--- config.mk ---
export PLATFORM = sky130hd
export DESIGN_NAME = ext_in_port
export DESIGN_NICKNAME = d
export VERILOG_FILES = /design/src/rtl/ext_in_port_pkg.sv /design/src/rtl/ext_in_port_in_fifo_store.sv /design/src/rtl/ext_in_port.sv
export SDC_FILE = /design/constraint.sdc
export NUM_CORES = 1
export LEC_CHECK = 0
export CORE_MARGIN = 1
export CORE_UTILIZATION = 51
export DETAILED_ROUTE_END_ITERATION = 16
export GPL_TIMING_DRIVEN = 0
export PLACE_DENSITY = 0.74
export SKIP_CTS_REPAIR_TIMING = 1
export SLEW_MARGIN = 25
export SYNTH_ARGS = -nofsm -noshare
export SYNTH_HDL_FRONTEND = slang
export SYNTH_SLANG_ARGS = --single-unit
--- constraint.sdc ---
create_clock -name clk -period 2.6 [get_ports clk]
set_input_delay 0.65 -clock clk [delete_from_list [all_inputs] [get_ports clk]]
set_output_delay 0.65 -clock clk [all_outputs]
set_load 0.03 [all_outputs]
--- src/rtl/ext_in_port_pkg.sv ---
`default_nettype none
// ============================================================================
// Module  : ext_in_port_pkg
// Brief   : Shared CPU opcode constants used by the control and I/O blocks.
// Revision: 1.0 - initial release
// ============================================================================
package ext_in_port_pkg;

    localparam logic [3:0] OP_OUT = 4'h6;
    localparam logic [3:0] OP_IN  = 4'h7;

endpackage : ext_in_port_pkg
`default_nettype wire

--- src/rtl/ext_in_port_in_fifo_store.sv ---
`default_nettype none
// ============================================================================
// Module  : in_fifo_store
// Brief   : FIFO storage array with one write port and an asynchronous read mux.
// Revision: 1.0 - initial release
// ============================================================================
module in_fifo_store #(
    parameter int DEPTH = 4,
    parameter int WIDTH = 8,
    parameter int AW    = $clog2(DEPTH)
) (
    input  logic             clk,
    input  logic             wr_en,
    input  logic [AW-1:0]    wr_addr,
    input  logic [WIDTH-1:0] wr_data,
    input  logic [AW-1:0]    rd_addr,
    output logic [WIDTH-1:0] rd_data
);

    logic [WIDTH-1:0] mem_q [DEPTH];
    logic [WIDTH-1:0] mem_d [DEPTH];

    always_comb begin
        mem_d = mem_q;
        if (wr_en) begin
            mem_d[wr_addr] = wr_data;
        end
    end

    // Contents are deliberately left unreset; occupancy alone decides validity.
    always_ff @(negedge clk) begin
        mem_q <= mem_d;
    end

    assign rd_data = mem_q[rd_addr];

endmodule : in_fifo_store
`default_nettype wire

--- src/rtl/ext_in_port.sv ---
`default_nettype none
// ============================================================================
// Module  : ext_in_port
// Brief   : External input port buffering bytes for the CPU IN instruction.
// Revision: 1.0 - initial release
// ============================================================================
module ext_in_port
    import ext_in_port_pkg::*;
#(
    parameter int DEPTH = 4,
    parameter int WIDTH = 8
) (
    input  logic                       clk,
    input  logic                       rst,
    input  logic [WIDTH-1:0]           ext_data,
    input  logic                       ext_valid,
    output logic                       ext_ready,
    input  logic [3:0]                 op,
    output logic [WIDTH-1:0]           in_data,
    output logic                       in_stall,
    output logic [$clog2(DEPTH):0]     count
);

    localparam int AW = $clog2(DEPTH);
    localparam int CW = AW + 1;

    logic [AW-1:0]    wr_ptr_q, wr_ptr_d;
    logic [AW-1:0]    rd_ptr_q, rd_ptr_d;
    logic [CW-1:0]    count_q,  count_d;
    logic             push;
    logic             pop;
    logic             not_empty;
    logic [WIDTH-1:0] rd_data;

    assign not_empty = (count_q != '0);
    assign ext_ready = rst && (count_q < CW'(DEPTH));
    assign push      = ext_valid && ext_ready;
    assign pop       = (op == OP_IN) && not_empty;

    always_comb begin
        wr_ptr_d = wr_ptr_q;
        rd_ptr_d = rd_ptr_q;
        count_d  = count_q;
        if (push) begin
            wr_ptr_d = wr_ptr_q + AW'(1);
        end
        if (pop) begin
            rd_ptr_d = rd_ptr_q + AW'(1);
        end
        case ({push, pop})
            2'b10:   count_d = count_q + CW'(1);
            2'b01:   count_d = count_q - CW'(1);
            default: count_d = count_q;
        endcase
    end

    // State advances on the falling edge to line up with the CPU pipeline.
    always_ff @(negedge clk or negedge rst) begin
        if (!rst) begin
            wr_ptr_q <= '0;
            rd_ptr_q <= '0;
            count_q  <= '0;
        end else begin
            wr_ptr_q <= wr_ptr_d;
            rd_ptr_q <= rd_ptr_d;
            count_q  <= count_d;
        end
    end

    in_fifo_store #(
        .DEPTH (DEPTH),
        .WIDTH (WIDTH),
        .AW    (AW)
    ) u_store (
        .clk     (clk),
        .wr_en   (push),
        .wr_addr (wr_ptr_q),
        .wr_data (ext_data),
        .rd_addr (rd_ptr_q),
        .rd_data (rd_data)
    );

    assign in_data  = not_empty ? rd_data : '0;
    assign in_stall = rst && (op == OP_IN) && !not_empty;
    assign count    = count_q;

endmodule : ext_in_port
`default_nettype wire

# ---- After elaboration in Yosys (flattened, before gate mapping)
# Index checks and enable logic that the tools add are counted.
dict set report word_totals {
  register_bits 39
  word_cells 37
}
dict set report classes {
  add_sub_neg 4
  magnitude_cmp 4
  eq_ne 3
  muxes 8
  bitwise 2
  reduce_logical 9
}
# cell n
set op_table {}
lappend op_table {{32-bit bitwise mux} 1}
lappend op_table {{8-bit two-way mux} 4}
lappend op_table {{8-bit binary-select mux with 2-bit select} 1}
lappend op_table {{8-bit demux with 2-bit select} 1}
lappend op_table {{3-bit >= comparator (second input constant)} 2}
lappend op_table {{1-bit logical AND} 6}
lappend op_table {{2-bit inverter with 3-bit output} 2}
lappend op_table {{3-bit one-hot mux with 2 select lines} 1}
lappend op_table {{2-bit by 1-bit adder with 2-bit output (second input constant)} 2}
lappend op_table {{4-bit by 3-bit == test with 1-bit output (second input constant)} 1}
lappend op_table {{3-bit by 1-bit adder with 3-bit output (second input constant)} 1}
lappend op_table {{3-bit by 1-bit less-than comparator with 1-bit output (second input constant)} 1}
lappend op_table {{3-bit less-than comparator (second input constant)} 1}
lappend op_table {{3-bit nonzero test} 1}
lappend op_table {{3-bit by 1-bit subtractor with 3-bit output (second input constant)} 1}
lappend op_table {{2-bit by 1-bit == test with 1-bit output (second input constant)} 1}
lappend op_table {{2-bit == test (second input constant)} 1}
lappend op_table {{2-bit nonzero test} 1}
lappend op_table {{1-bit logical NOT} 1}

# ---- Depth between registers and ports, before layout
dict set report logic_depth {
  ltp_word 6
  ltp_mapped 8
  mapped_depth_nobuf 8
}

# ---- Cells and area by module
# Synthesis repeated with hierarchy kept, for this count alone.
dict set report hier_totals {
  hier_cells 87
  hier_area_um2 1604.0
}
# module instances cells_each area_each_um2
set modules_own_cells {}
lappend modules_own_cells {in_fifo_store 1 47 1192.4}
lappend modules_own_cells {ext_in_port 1 40 411.6}

==> flow_summary_export.csv <==
group,metric,value,unit
setup_path,crit_fanout,9,
run_status,status,"finished, violations left",
global_route,first_global_vias,1089,
setup_path,cp_slowest_stage_delay,0.50,ns
run_status,violations,"setup timing",
clock_tree,clock-root-buffer,"clkbuf_4",
placement,place_congestion,0.663,
die,dieHeight,58.9,um
sta,setup_tns,-13.08,ns
logic_synthesis,synth_warnings,0,
logic_synthesis,yosys_most_used_dff,"edfxtp_1",
setup_path,crit_chain,"buf_12 > mux4_2 > nor2b_4 > buf_2",
route,firstDrtPassIters,4,
final_layout,num_antenna_cells,0,
die,coreArea,3050,um2
final_layout,num-fill-cells,200,
die,dieArea,3470,um2
setup_path,reg2reg_from,"count[2]",
setup_path,cp_slowest_cell,"mux4_2",
power,leakagePower,1.11,nW
worst_hold_path,hold_path.class,"reg -> reg",
logic_synthesis,yosysTopAreaCell,"edfxtp_1",
sta,setup_violations,19,
power,ir_worst_vdd,0.756,mV
sta,drv_slew,0,
logic_synthesis,avgSynthCellArea,18.6,um2
logic_synthesis,synth.most_common_cell,"edfxtp_1",
setup_path,r2r_cells,10,
global_route,track_usage,0.197,
die,num_rows,20,
clock_tree,htreeDepth,2,
global_route,grt_overflow,0,
global_route,grt_pass1_wl,4640,um
logic_synthesis,synth.top_cell.area_share,0.581,
logic_synthesis,syn_inst,89,
logic_synthesis,yosysSeqAreaShare,0.687,
logic_synthesis,synthDistinctLibCells,21,
route,wl,3470,um
clock_tree,cts.sink_count,39,
route,ant_nets,0,
route,num_vias,1043,
sta,setup_ws,-1.13,ns
die,ios,28,
sta,relSlewSlack,0.817,
final_layout,layout-drive-gt1-share,0.406,
logic_synthesis,syn_area,1650,um2
logic_synthesis,synthTopCellsByCount,"32 x edfxtp_1, 8 x mux4_2, 8 x nor2b_1",
setup_path,cp_data_required_time,1.95,ns
route,post_drt_via_cell_ratio,4.87,
setup_path,start_kind,"register",
power,p_per_area,1090,nW/um2
clock_tree,clkTransAtPathRegs,0.09,ns
flow_run,max-cap-violations,0,
sta,rsz0062_at_grt,"yes",
setup_path,regToRegSetupSlack,0.37,ns
route,wl_per_cell,16.2,um
final_layout,final_nets,190,
clock_tree,cts_made_buffers,5,
sta,worst_pin_slew,0.274,ns
final_layout,final_core_util,0.789,
global_route,grt_max_degree,12,
setup_path,crit_type,"reg -> out",
logic_synthesis,synthTopCellsByArea,"edfxtp_1 58%, mux4_2 11%, dfrtn_1 11%",
logic_synthesis,async_reset_ff_frac,0.179,
sta,finalHoldViolCount,0,
setup_path,crit_end,"in_data[6]",
placement,portBuffers,27,
logic_synthesis,synth_edf_count,32,
setup_path,critPathArrivalTime,3.08,ns
route,drtIter0Drc,17,
final_layout,areaGrowthSynthToFinish,45.6,%
logic_synthesis,synthesis.nets,110,
clock_tree,clk-insertion-delay-late,0.44,ns
clock_tree,cts.path.max_buffers,2,
setup_path,crit_start,"rd_ptr_q[0]",
sta,holdWs,0.488,ns
global_route,antenna_found_initial,0,
sta,clock_skew,0.0878,ns
clock_tree,cts_tree,"done",
route,drcViolationCount,0,
logic_synthesis,ys_ff_latch,39,
die,start_util,0.541,
setup_path,endpoint_kind,"output pin",
die,dieWidth,58.9,um
setup_path,timing.rr.end,"count[2]",
[area by class of cell]
cell class              instances  area [um2]  share of cell area
plain buffers                   2        25.0              0.0104
multi-input cells              42         589               0.245
well taps                      44        55.1              0.0229
clock inverters                34         129              0.0535
clock buffers                   6        62.6              0.0260
inverters                       5        18.8             0.00780
flip-flops and latches         39        1140               0.472
repair buffers                 42         392               0.163
[worst min path at each step]
stage           startpoint     endpoint  slack [ns]  cells past startpoint
3_5_place_dp   wr_ptr_q[0]  wr_ptr_q[0]        0.49                      1
5_1_grt        wr_ptr_q[0]  wr_ptr_q[0]        0.54                      1
4_1_cts        wr_ptr_q[0]  wr_ptr_q[0]        0.50                      1
6_report       wr_ptr_q[0]  wr_ptr_q[0]        0.49                      1
2_1_floorplan  wr_ptr_q[0]  wr_ptr_q[0]        0.44                      1
3_3_place_gp   wr_ptr_q[0]  wr_ptr_q[0]        0.45                      1
[metrics by stage]
step | setup slack, ns | total power, W | instances | area (um2)
floorplan | -0.831 | 0.00168 | 89 | 1720
global placement | -1.42 | 0.00199 | 160 | 2050
CTS | -1.70 | 0.00251 | 199 | 2240
global route | -1.19 | 0.00279 | 214 | 2410
detailed placement | -1.46 | 0.00203 | 160 | 2050
finish | -1.13 | 0.00264 | 214 | 2410
[kinds of logic (layout without fill, tap and decap cells)]
family / count (synthesis) / in the layout / synth area share
xor+xnor: 6 / 6 / 0.0318
fa+ha+maj: 6 / 6 / 0.0500
buf+inv: 8 / 89 / 0.0235
flops: 39 / 39 / 0.687
mux: 10 / 10 / 0.122
simple gates: 20 / 20 / 0.0855
[sequential cells by signal (all words and copies together), names as in the netlist]
signal / count
wr_ptr_q: 2
u_store.mem_q: 32
count: 3
rd_ptr_q: 2
[worst max-delay path: cells and delay by family (launching register included)]
| kind | cells | cell delay [ns] |
|---|---|---|
| flops | 1 | 0.46 |
| buf+inv | 2 | 0.32 |
| simple gates | 1 | 0.14 |
| mux | 1 | 0.50 |
[metal layers]
metal | GRT usage | routed length, um | up-vias
met5 | 0 | 0 | -
met4 | 0.153 | 60 | 0
met3 | 0.0571 | 116 | 5
met2 | 0.341 | 1940 | 22
met1 | 0.198 | 1350 | 520
li1 | - | - | 496
[cells in the final DEF (no fill, tap or decap), types with 2 or more instances in the layout]
cell type,count
edfxtp_1,32
buf_2,8
clkbuf_4,5
and3_4,3
buf_6,9
ha_1,4
dfrtn_1,7
clkbuf_2,2
buf_12,3
mux4_2,8
buf_4,10
xor2_1,4
clkdlybuf4s50_1,8
dlymetal6s2s_1,4
inv_1,37
nor2b_4,7
[power breakdown]
part           internal (W)  leakage, nW  total (W)  switching, W
Clock              0.000223        0.215   0.000550      0.000328
Combinational      0.000608        0.524    0.00122      0.000615
Sequential         0.000782        0.372   0.000862     0.0000799
Note: power is estimated with default switching activity, not from simulation.
==> edit (config.mk and constraints unchanged) <==
`DEPTH` is set to 4 in 2 places; all go to 8.
--- a/src/rtl/ext_in_port_in_fifo_store.sv
+++ b/src/rtl/ext_in_port_in_fifo_store.sv
@@ -5,7 +5,7 @@
 // Revision: 1.0 - initial release
 // ============================================================================
 module in_fifo_store #(
-    parameter int DEPTH = 4,
+    parameter int DEPTH = 8,
     parameter int WIDTH = 8,
     parameter int AW    = $clog2(DEPTH)
 ) (
--- a/src/rtl/ext_in_port.sv
+++ b/src/rtl/ext_in_port.sv
@@ -7,7 +7,7 @@
 module ext_in_port
     import ext_in_port_pkg::*;
 #(
-    parameter int DEPTH = 4,
+    parameter int DEPTH = 8,
     parameter int WIDTH = 8
 ) (
     input  logic                       clk,
Ports: changed (resized count); port bits go from 28 to 29. The function was not compared with the original's and may differ.
==> edit against the original RTL <==
- the run still ends with setup timing left
- sequential cell count grew 35
- synthesized area grew 89%
- design area grew 88%
- via count grew 100%
- die area grew 85%
- routed wire length grew 130%
- power grew 84%
- worst setup slack lost 0.26 ns
- highest routed layer unchanged
==> edit: results <==
status:
  status: "finished with violations"
  violations: "setup timing"
synthesis:
  seq_area_frac_synth: 0.697
  ys_types: 34
  synthTopCellsByCount: "64 x edfxtp_1, 10 x dfrtn_1, 9 x mux4_2"
clocking:
  cts.clk_slew.worst_paths_ns: 0.05
  insertion_delay_ns: 0.41
  cts_buffers: 9
drt:
  first_iter_violations: 127
  vias_per_cell: 5.52
  drt_wl_total_um: 7910
power_and_ir_drop:
  vdd_drop_max_uv: 666
  p_leak_nw: 1.93
placement:
  gp_congestion: 0.748
  portBuffers: 28
  post-place-cells: 265
  dp_slack_ns: -1.99
sta:
  setup_viol: 84
  fin_tns_setup_ns: -25.89
  tightest_slew_ns: 0.384
  setup_slack_ns: -1.39
finish:
  fillers: 319
  nets: 319
global_route:
  grt_pass1_wl_um: 9290
  grt_util_all_layers: 0.208
  grt_max_degree: 14
  grt_pass1_vias: 1956
worst_hold_path:
  hold_end: "rd_ptr_q[2]"
  hold_start: "rd_ptr_q[2]"
## edit: critical path, cell delays in order, from the launching register on
cell and delay [ns]:
dfrtn_1 0.45, buf_8 0.17, buf_12 0.14, mux4_2 0.53
a22o_4 0.24, buf_2 0.17
## edit: how the worst max path moves through the flow
stage,from,endpoint,slack (ns),depth (start not counted)
floorplan,op[3],count[3],-0.95,6
global placement,rst,count[3],-1.83,8
detailed placement,rst,count[3],-1.99,8
CTS,count[1],in_data[6],-2.03,4
global route,rd_ptr_q[0],in_data[6],-1.44,5
finish,rd_ptr_q[0],in_data[6],-1.39,5
## edit: layout make-up
class	count	area (sq um)	area share
plain buffers	5	58.8	0.0130
clock buffers	9	124	0.0274
clock inverters	71	312	0.0690
inverters	3	13.8	0.00305
multi-input cells	78	1060	0.235
flip-flops and latches	74	2170	0.481
well taps	75	93.8	0.0208
repair buffers	64	679	0.150
## edit: logic make-up after synthesis
family | Yosys count | share of synthesized area
DFF | 74 | 0.697
and+or+nand+nor | 34 | 0.0658
muxes | 19 | 0.134
AOI/OAI and AO/OA | 14 | 0.0454
buffers and inverters | 10 | 0.0205
xor gates and xnor gates | 6 | 0.0169
adders and majority gates | 5 | 0.0201
## edit: where the power goes
part / leakage [nW] / internal, mW / switching, mW
sequential: 0.699 / 1.44 / 0.162
combinational: 0.798 / 0.933 / 1.02
clock: 0.433 / 0.572 / 0.721
total: 1.93 / 2.95 / 1.90
## edit: metal layers
metal  vias to the layer above  track usage  wire length (um)
met5                         -            0                 0
met4                         0        0.132               150
met3                        12       0.0500               549
met2                        82        0.356              4380
met1                      1062        0.231              2830
li1                        937            -                 -
